## config.mk

```make
export PLATFORM = sky130hd
export DESIGN_NAME = alu_mc
export DESIGN_NICKNAME = d
export VERILOG_FILES = /design/src/rtl/alu_pkg.sv /design/src/rtl/alu_mc_iter.sv /design/src/rtl/alu_mc.sv
export SDC_FILE = /design/constraint.sdc
export NUM_CORES = 1
export LEC_CHECK = 0
export ABC_AREA = 1
export CORE_MARGIN = 10
export CORE_UTILIZATION = 56
export CTS_CLUSTER_DIAMETER = 30
export DETAILED_ROUTE_END_ITERATION = 16
export GPL_ROUTABILITY_DRIVEN = 0
export PLACE_DENSITY_LB_ADDON = 0.1
export SYNTH_ARGS = -nofsm -noshare
export SYNTH_HDL_FRONTEND = slang
export SYNTH_SLANG_ARGS = --single-unit
export TNS_END_PERCENT = 50
```

## constraint.sdc

```tcl
create_clock -name clk -period 4.4 [get_ports clk]
set_clock_uncertainty 0.1 [all_clocks]
set_input_delay 0.88 -clock clk [delete_from_list [all_inputs] [get_ports clk]]
set_output_delay 0.88 -clock clk [all_outputs]
set_load 0.01 [all_outputs]
```

## src/rtl/alu_pkg.sv

```systemverilog
// Shared definitions for the multi-cycle ALU: opcode values and FSM state encoding.
package alu_pkg;

  // Opcode values; compared against the AC_N-bit op port after a width cast.
  localparam int OP_AD = 0;
  localparam int OP_SB = 1;
  localparam int OP_AN = 2;
  localparam int OP_OR = 3;
  localparam int OP_LS = 4;
  localparam int OP_LT = 5;
  localparam int OP_SL = 6;
  localparam int OP_SR = 7;
  localparam int OP_MU = 8;
  localparam int OP_DV = 9;

  typedef enum logic [1:0] {
    ST_IDLE = 2'd0,
    ST_BUSY = 2'd1,
    ST_DONE = 2'd2
  } state_e;

endpackage

```

## src/rtl/alu_mc_iter.sv

```systemverilog
// Iterative datapath for MU (shift-add) and DV (restoring division), one bit per cycle.
// Both share the {hi,lo} shift register, the operand register and the bit counter.
// The divide path exists only when ALU_MC_DIV_EN is defined.
module alu_mc_iter #(
  parameter int N = 8
) (
  input  logic         clk,
  input  logic         rst_n,
  input  logic         load,
  input  logic         step,
  input  logic         div_in,
  input  logic [N-1:0] a_in,
  input  logic [N-1:0] b_in,
  output logic         last,
  output logic         div_mode,
  output logic [N-1:0] lo_nxt,
  output logic [N-1:0] hi_nxt
);

  localparam int CW = $clog2(N);

  logic [N-1:0]  hi_q, hi_d, lo_q, lo_d, opnd_q, opnd_d;
  logic [CW-1:0] cnt_q, cnt_d;
  logic          div_q, div_d;
  logic [N:0]    add;
`ifdef ALU_MC_DIV_EN
  logic [N:0]    rem_sh, diff;
  logic          q_bit;
`endif

  // One iteration step, plus load/step selection of the next register values.
  always_comb begin
    add    = {1'b0, hi_q} + (lo_q[0] ? {1'b0, opnd_q} : '0);
    hi_nxt = add[N:1];
    lo_nxt = {add[0], lo_q[N-1:1]};
`ifdef ALU_MC_DIV_EN
    rem_sh = {hi_q, lo_q[N-1]};
    diff   = rem_sh - {1'b0, opnd_q};
    q_bit  = (rem_sh >= {1'b0, opnd_q});
    if (div_q) begin
      hi_nxt = q_bit ? diff[N-1:0] : rem_sh[N-1:0];
      lo_nxt = {lo_q[N-2:0], q_bit};
    end
`endif
    hi_d   = hi_q;
    lo_d   = lo_q;
    opnd_d = opnd_q;
    cnt_d  = cnt_q;
    div_d  = div_q;
    if (load) begin
      // MU keeps the multiplier in lo and adds a; DV shifts the dividend out of lo.
      hi_d   = '0;
      lo_d   = div_in ? a_in : b_in;
      opnd_d = div_in ? b_in : a_in;
      cnt_d  = '0;
      div_d  = div_in;
    end else if (step) begin
      hi_d  = hi_nxt;
      lo_d  = lo_nxt;
      cnt_d = cnt_q + CW'(1);
    end
  end

  // Iteration state registers.
  always_ff @(posedge clk or negedge rst_n) begin
    if (!rst_n) begin
      hi_q   <= '0;
      lo_q   <= '0;
      opnd_q <= '0;
      cnt_q  <= '0;
      div_q  <= 1'b0;
    end else begin
      hi_q   <= hi_d;
      lo_q   <= lo_d;
      opnd_q <= opnd_d;
      cnt_q  <= cnt_d;
      div_q  <= div_d;
    end
  end

  assign last     = (cnt_q == CW'(N - 1));
  assign div_mode = div_q;

endmodule

```

## src/rtl/alu_mc.sv

```systemverilog
// Multi-cycle ALU top: IDLE/BUSY/DONE handshake, single-cycle ops computed here,
// MU/DV delegated to alu_mc_iter. Define ALU_MC_DIV_EN to build the divider.
module alu_mc
  import alu_pkg::*;
#(
  parameter int N    = 8,
  parameter int AC_N = 4
) (
  input  logic            clk,
  input  logic            rst_n,
  input  logic            start,
  input  logic [AC_N-1:0] op,
  input  logic [N-1:0]    data_a,
  input  logic [N-1:0]    data_b,
  input  logic            carry_in,
  output logic            ready,
  output logic            valid,
  output logic [N-1:0]    result,
  output logic [N-1:0]    result_hi,
  output logic            zero,
  output logic            carry_out,
  output logic            err
);

  state_e         state_q, state_d;
  logic [N-1:0]   result_q, result_d, hi_q, hi_d;
  logic           carry_q, carry_d, err_q, err_d;

  logic [N-1:0]   sc_res, sc_hi;
  logic           sc_carry, sc_err, sc_multi, sc_div;
  logic [2*N-1:0] shl_w, shr_w;
  logic           accept;

  logic           it_load, it_step, it_last, it_div;
  logic [N-1:0]   it_lo, it_hi;

  assign accept = start && (state_q != ST_BUSY);

  // Shifts run through a 2N-bit window so the bit just past the word is the last one shifted out.
  assign shl_w = {{N{1'b0}}, data_a} << data_b;
  assign shr_w = {data_a, {N{1'b0}}} >> data_b;

  // Single-cycle results and classification of multi-cycle / faulting requests.
  // NOTE: every signal written here gets a default first, so no latch is inferred.
  always_comb begin
    sc_res   = '0;
    sc_hi    = '0;
    sc_carry = 1'b0;
    sc_err   = 1'b0;
    sc_multi = 1'b0;
    sc_div   = 1'b0;
    case (op)
      AC_N'(OP_AD): {sc_carry, sc_res} = {1'b0, data_a} + {1'b0, data_b} + (N+1)'(carry_in);
      AC_N'(OP_SB): {sc_carry, sc_res} = {1'b0, data_a} + {1'b0, ~data_b} + (N+1)'(carry_in);
      AC_N'(OP_AN): sc_res = data_a & data_b;
      AC_N'(OP_OR): sc_res = data_a | data_b;
      AC_N'(OP_LS): sc_res = N'(data_a < data_b);
      AC_N'(OP_LT): sc_res = N'($signed(data_a) < $signed(data_b));
      AC_N'(OP_SL): {sc_carry, sc_res} = shl_w[N:0];
      AC_N'(OP_SR): {sc_res, sc_carry} = shr_w[2*N-1:N-1];
      AC_N'(OP_MU): sc_multi = 1'b1;
`ifdef ALU_MC_DIV_EN
      AC_N'(OP_DV): begin
        if (data_b == '0) begin
          sc_res = '1;
          sc_hi  = data_a;
          sc_err = 1'b1;
        end else begin
          sc_multi = 1'b1;
          sc_div   = 1'b1;
        end
      end
`endif
      default: sc_err = 1'b1;
    endcase
  end

  // FSM next state and output registers; results change only on entry to DONE.
  always_comb begin
    state_d  = state_q;
    result_d = result_q;
    hi_d     = hi_q;
    carry_d  = carry_q;
    err_d    = err_q;
    it_load  = 1'b0;
    it_step  = 1'b0;
    case (state_q)
      ST_BUSY: begin
        it_step = 1'b1;
        if (it_last) begin
          state_d  = ST_DONE;
          result_d = it_lo;
          hi_d     = it_hi;
          carry_d  = !it_div && (|it_hi);
          err_d    = 1'b0;
        end
      end
      default: begin
        if (accept) begin
          if (sc_multi) begin
            state_d = ST_BUSY;
            it_load = 1'b1;
          end else begin
            state_d  = ST_DONE;
            result_d = sc_res;
            hi_d     = sc_hi;
            carry_d  = sc_carry;
            err_d    = sc_err;
          end
        end else begin
          state_d = ST_IDLE;
        end
      end
    endcase
  end

  // State and registered outputs; reset aborts any operation in flight.
  // NOTE: non-blocking assignments only, so all flops update together at the edge.
  always_ff @(posedge clk or negedge rst_n) begin
    if (!rst_n) begin
      state_q  <= ST_IDLE;
      result_q <= '0;
      hi_q     <= '0;
      carry_q  <= 1'b0;
      err_q    <= 1'b0;
    end else begin
      state_q  <= state_d;
      result_q <= result_d;
      hi_q     <= hi_d;
      carry_q  <= carry_d;
      err_q    <= err_d;
    end
  end

  alu_mc_iter #(.N(N)) u_iter (
    .clk      (clk),
    .rst_n    (rst_n),
    .load     (it_load),
    .step     (it_step),
    .div_in   (sc_div),
    .a_in     (data_a),
    .b_in     (data_b),
    .last     (it_last),
    .div_mode (it_div),
    .lo_nxt   (it_lo),
    .hi_nxt   (it_hi)
  );

  assign ready     = (state_q != ST_BUSY);
  assign valid     = (state_q == ST_DONE);
  assign result    = result_q;
  assign result_hi = hi_q;
  assign zero      = ~|result_q;
  assign carry_out = carry_q;
  assign err       = err_q;

endmodule

```

Yosys cells after proc, flatten, opt, wreduce, memory -nomap -nowiden

Cells that the tools add are included.

Output and inout bits: 21
Latch bits: 0
Word-level logic and storage cells: 80
Memories: 0
RAM bits: 0
ROM bits: 0
Bits in registers: 47

Bitwise logic cells: 3
Divide/modulo/power cells: 0
Multipliers: 0
Equal/unequal tests: 14
Shift operators: 2
Muxes and demuxes: 35
Reduce and logical (&&, ||, !) cells: 9
Order comparisons: 2
Add/sub/neg operators: 6

Operator list:

| operator                                                        | number |
|---|---|
| 8-bit 2-to-1 mux                                                | 13 |
| 8-bit one-hot mux with 8 select lines                           | 1 |
| 8-bit by 8-bit adder with 9-bit output                          | 2 |
| 9-bit by 1-bit adder with 9-bit output                          | 2 |
| 4-bit by 3-bit == test with 1-bit output, second input constant | 4 |
| 8-bit < comparator                                              | 2 |
| 8-bit OR reduction                                              | 2 |
| 16-bit by 8-bit right shift with 16-bit output                  | 1 |
| 1-bit 2-to-1 mux                                                | 14 |
| 8-bit by 9-bit adder with 9-bit output                          | 1 |
| 9-bit OR reduction                                              | 1 |
| 8-bit by 8-bit left shift with 9-bit output                     | 1 |
| 8-bit AND                                                       | 1 |
| 4-bit by 2-bit == test with 1-bit output, second input constant | 2 |
| 2-bit 2-to-1 mux                                                | 4 |
| 8-bit NOT                                                       | 1 |
| 8-bit OR                                                        | 1 |
| 3-bit 2-to-1 mux                                                | 2 |
| 4-bit by 1-bit == test with 1-bit output, second input constant | 1 |
| 4-bit == test, second input constant                            | 1 |
| 4-bit logical NOT                                               | 1 |
| 2-bit by 1-bit != test with 1-bit output, second input constant | 2 |
| 1-bit one-hot mux with 4 select lines                           | 1 |
| 2-bit nonzero test                                              | 2 |
| 8 further kinds                                                 | 8 |

Longest topological paths before layout

Word-level depth: 7
Mapped depth: 17

Modules after synthesis

A second synthesis with hierarchy kept.

Cell total of the unflattened synthesis: 693
Area total of the unflattened synthesis: 4,591.9 sq um

Modules (own cells, without submodules):

| module      | seq. area each (sq um) | instances | area each (sq um) | cells each |
|---|---|---|---|---|
| alu_mc      | 500.5                  | 1         | 2,846.5           | 471 |
| alu_mc_iter | 700.7                  | 1         | 1,745.4           | 222 |

Worst setup path before layout

OpenSTA, ideal clock, no wires.

Path type: input to register
Start: input port data_b[0]
End: register result_q[4] (netlist: result[4])
Path slack: 1.593 ns
Data arrival time: 2.630 ns
Data required time: 4.223 ns
Cell stages on the path: 13
Cell sequence: inv_1 buf_2 fa_1 fa_1 inv_1 nand3_1 nand2_1 nor2_1 o31ai_1 nor2_1 nand2_1 nand2_1 a21oi_1

Word-level cells in the longest chain between the ends: 7
Elaborated cells on any way between the ends: 11
Those cells by class: add/sub (4); shift (2); mux (4); bitwise (1)

RTL lines:

| what                                    | line          | text |
|---|---|---|
| start: declaration                      | alu_mc.sv:14  | `input logic [N-1:0] data_b,` |
| 8-bit NOT                               | alu_mc.sv:54  | `AC_N'(OP_SB): {sc_carry, sc_res} = {1'b0, data_a} + {1'b0, ~data_b} + (N+1)'(carry_in);` |
| 8-bit by 8-bit adder with 9-bit output  | alu_mc.sv:54  |  |
| 9-bit by 1-bit adder with 9-bit output  | alu_mc.sv:54  |  |
| 8-bit one-hot mux with 8 select lines * | alu_mc.sv:52  | `case (op)` |
| 8-bit 2-to-1 mux *                      | alu_mc.sv:100 | `if (sc_multi) begin` |
| 8-bit 2-to-1 mux *                      | alu_mc.sv:99  | `if (accept) begin` |
| 8-bit 2-to-1 mux *                      | alu_mc.sv:87  | `case (state_q)` |
| end signal: assignment                  | alu_mc.sv:128 | `result_q <= result_d;` |
| end: declaration                        | alu_mc.sv:26  | `logic [N-1:0] result_q, result_d, hi_q, hi_d;` |

Every way passes the cells marked *; elsewhere a longest branch is shown, timed or not. The select of a mux whose other input is x is not followed.
A chain may end at the register's enable or synchronous reset.

Worst setup path in the final report

Start: input port data_b[2]
End: register result_q[5] (netlist: result[5])

The elaborated chain is that of the path after synthesis.

==> impl_metrics.json <==
{
  "status": "complete, no violations",
  "tritoncts": "built",
  "cp.required_ns": 4.49,
  "grt_max_degree": 48,
  "syn-cell-area_sq_mm": 0.00431,
  "io_pins": 45,
  "fin_setup_tns_ns": 0,
  "io_buffers": 44,
  "synth_cell_types": 47,
  "initial_core_util": 0.584,
  "period_needed_ns": 3.55,
  "crit_fanout": 11,
  "ys_seq_area_frac": 0.273,
  "finalMaxSlewViolations": 0,
  "fp.dieH_um": 108,
  "multiInputGateArea_sq_mm": 0.00273,
  "die-area_sq_mm": 0.0116,
  "grt_pass1_vias": 4168,
  "leakage_nw": 2.60,
  "finalCritPeriodShare": 0.807,
  "synthesis.nets": 703,
  "yosysWarnings": 0,
  "grt-ovfl-total": 0,
  "worst_pin_slew_ns": 1.01,
  "crit_path_start_kind": "primary input",
  "hold_viol_final": 0,
  "cts_sinks": 47,
  "cp.arrival_ns": 3.64,
  "reg2reg_slack_ns": 1.97,
  "synth-edff-count": 0,
  "clk_latency_ns": 0.29,
  "clk_pin_slew_ns": 0.09,
  "final_nets": 740,
  "max-cap-violations": 0,
  "ir_drop_v": 0.000164,
  "n_antenna_cell": 0,
  "grt_pass1_wl_um": 20400,
  "drtIter0Drc": 293,
  "antenna_found_initial": 0,
  "powerDensity_mw_per_mm2": 311,
  "final_layout_size_suffix_gt1_frac": 0.0637,
  "yosys-top-cells-area": "dfrtp_1, nand2_1, ha_1",
  "hold_buffers": 0,
  "dp_hpwl_um": 9930,
  "n_fill_cell": 663,
  "yosysTopAreaCell": "dfrtp_1",
  "cts_buffer_depth": 2,
  "synth_cells": 637,
  "rows": 31,
  "vias": 4432,
  "wl_per_cell_um": 16.2,
  "ys.flop_type": "dfrtp_1",
  "cts-root-buf": "clkbuf_8",
  "critPathKind": "in2reg",
  "die-width_um": 108,
  "vias_per_cell": 5.73,
  "drc": 0,
  "synth_top_area_share": 0.273,
  "cp-end-kind": "flop",
  "setup_viol": 0,
  "grt_usage": 0.214,
  "cts_resized": 0,
  "core_sq_mm": 0.00737,
  "rsz0062_at_grt": "false",
  "syn_area_per_cell_sq_um": 6.76,
  "async_flop_share": 1.00,
  "relSlewSlack": 0.329,
  "min_path_type": "reg2reg",
  "drtPass1Iterations": 5,
  "numCtsBuffers": 5,
  "layout_commonest_cell": "nand2_1",
  "htree_num_levels": 2,
  "power_mw": 1.54,
  "seqCellArea_sq_mm": 0.00118,
  "synth-seq-cells": 47,
  "wirelength_um": 12500,
  "clock.fmax_mhz": 282,
  "final_cell_mix": "nand2_1, inv_1, nand3_1, dfrtp_1, nor2_1",
  "drt.antenna.violating_nets": 0,
  "post_cts_buffers": 0,
  "syn_to_final_growth_pct": 14.6
}
[layout make-up]
| cell class | instances | area share |
|---|---|---|
| clock buffers | 6 | 0.0147 |
| clock inverters | 2 | 0.0122 |
| inverters | 84 | 0.0644 |
| multi-input cells | 489 | 0.552 |
| flip-flops and latches | 47 | 0.238 |
| well taps | 99 | 0.0251 |
| repair buffers | 47 | 0.0928 |
[routing by layer]
layer | GRT usage | up-vias | routed length (um)
met1 | 0.263 | 2002 | 4940
met2 | 0.360 | 229 | 5970
met3 | 0.0281 | 41 | 1050
met4 | 0.105 | 0 | 566
met5 | 0 | - | 0
li1 | - | 2160 | -
[kinds of logic after synthesis]
kind of cell               Yosys count  synth area share
and+or+nand+nor                    334             0.350
adders and majority gates           42             0.131
DFF                                 47             0.273
buffers and inverters              101            0.0938
AOI/OAI and AO/OA                  111             0.149
xor gates and xnor gates             2           0.00407
[registers in the layout, indices dropped and copies added (netlist names)]
| name | count |
|---|---|
| state_q | 2 |
| u_iter.opnd_q | 8 |
| err | 1 |
| u_iter.cnt_q | 3 |
| result | 8 |
| carry_out | 1 |
| u_iter.hi_q | 8 |
| result_hi | 8 |
| u_iter.lo_q | 8 |
[synthesized netlist by cell type, types with 3 or more instances]
| cell type | instances |
|---|---|
| a21oi_1 | 42 |
| and2_1 | 3 |
| buf_2 | 11 |
| clkbuf_1 | 3 |
| dfrtp_1 | 47 |
| fa_1 | 5 |
| ha_1 | 37 |
| inv_1 | 73 |
| inv_2 | 9 |
| nand2_1 | 188 |
| nand2_2 | 3 |
| nand3_1 | 51 |
| nand3b_1 | 5 |
| nand4_1 | 16 |
| nor2_1 | 45 |
| nor2_2 | 6 |
| nor2_4 | 5 |
| nor3_1 | 4 |
| o211ai_1 | 4 |
| o21ai_0 | 34 |
| o21ai_1 | 9 |
| o221ai_1 | 3 |
| o31ai_1 | 3 |
[final timing paths]
check	from	to	cells past startpoint
min	result_hi[4]	result_hi[4]	2
max reg2reg	u_iter.lo_q[0]	carry_out	14
max in group asynchronous	rst_n	result_hi[0]	1
min in group asynchronous	rst_n	result_hi[7]	1
max	data_b[2]	result[5]	13
min reg2reg	result_hi[4]	result_hi[4]	2
[stage by stage]
step                      utilization  hold WS (ns)  cells  worst slack, ns  area [sq um]
after floorplan                     -         0.348    637             1.59          4310
after global placement          0.652         0.365    766            0.708          4800
after detailed placement        0.652         0.372    766            0.615          4800
after CTS                       0.670         0.393    774            0.928          4930
after global routing            0.670         0.409    774            0.671          4930
final                           0.670         0.386    774            0.849          4930
[power breakdown]
part	switching, mW	internal [mW]
clock	0.140	0.227
sequential	0.0750	0.526
combinational	0.343	0.224
total	0.559	0.977
[worst max-delay path, cell delays in order]
cell and delay, ns:
clkdlybuf4s50_1 0.72, clkinv_1 0.40, ha_1 0.54, a21oi_1 0.13, or2_2 0.31, nand3_1 0.08, nand2_1 0.05, nand3_1 0.07
nand2_1 0.05, nor2_1 0.15, nand2_1 0.11, nand2_1 0.07, a21oi_1 0.07
Note: power is estimated with default switching activity, not from simulation.
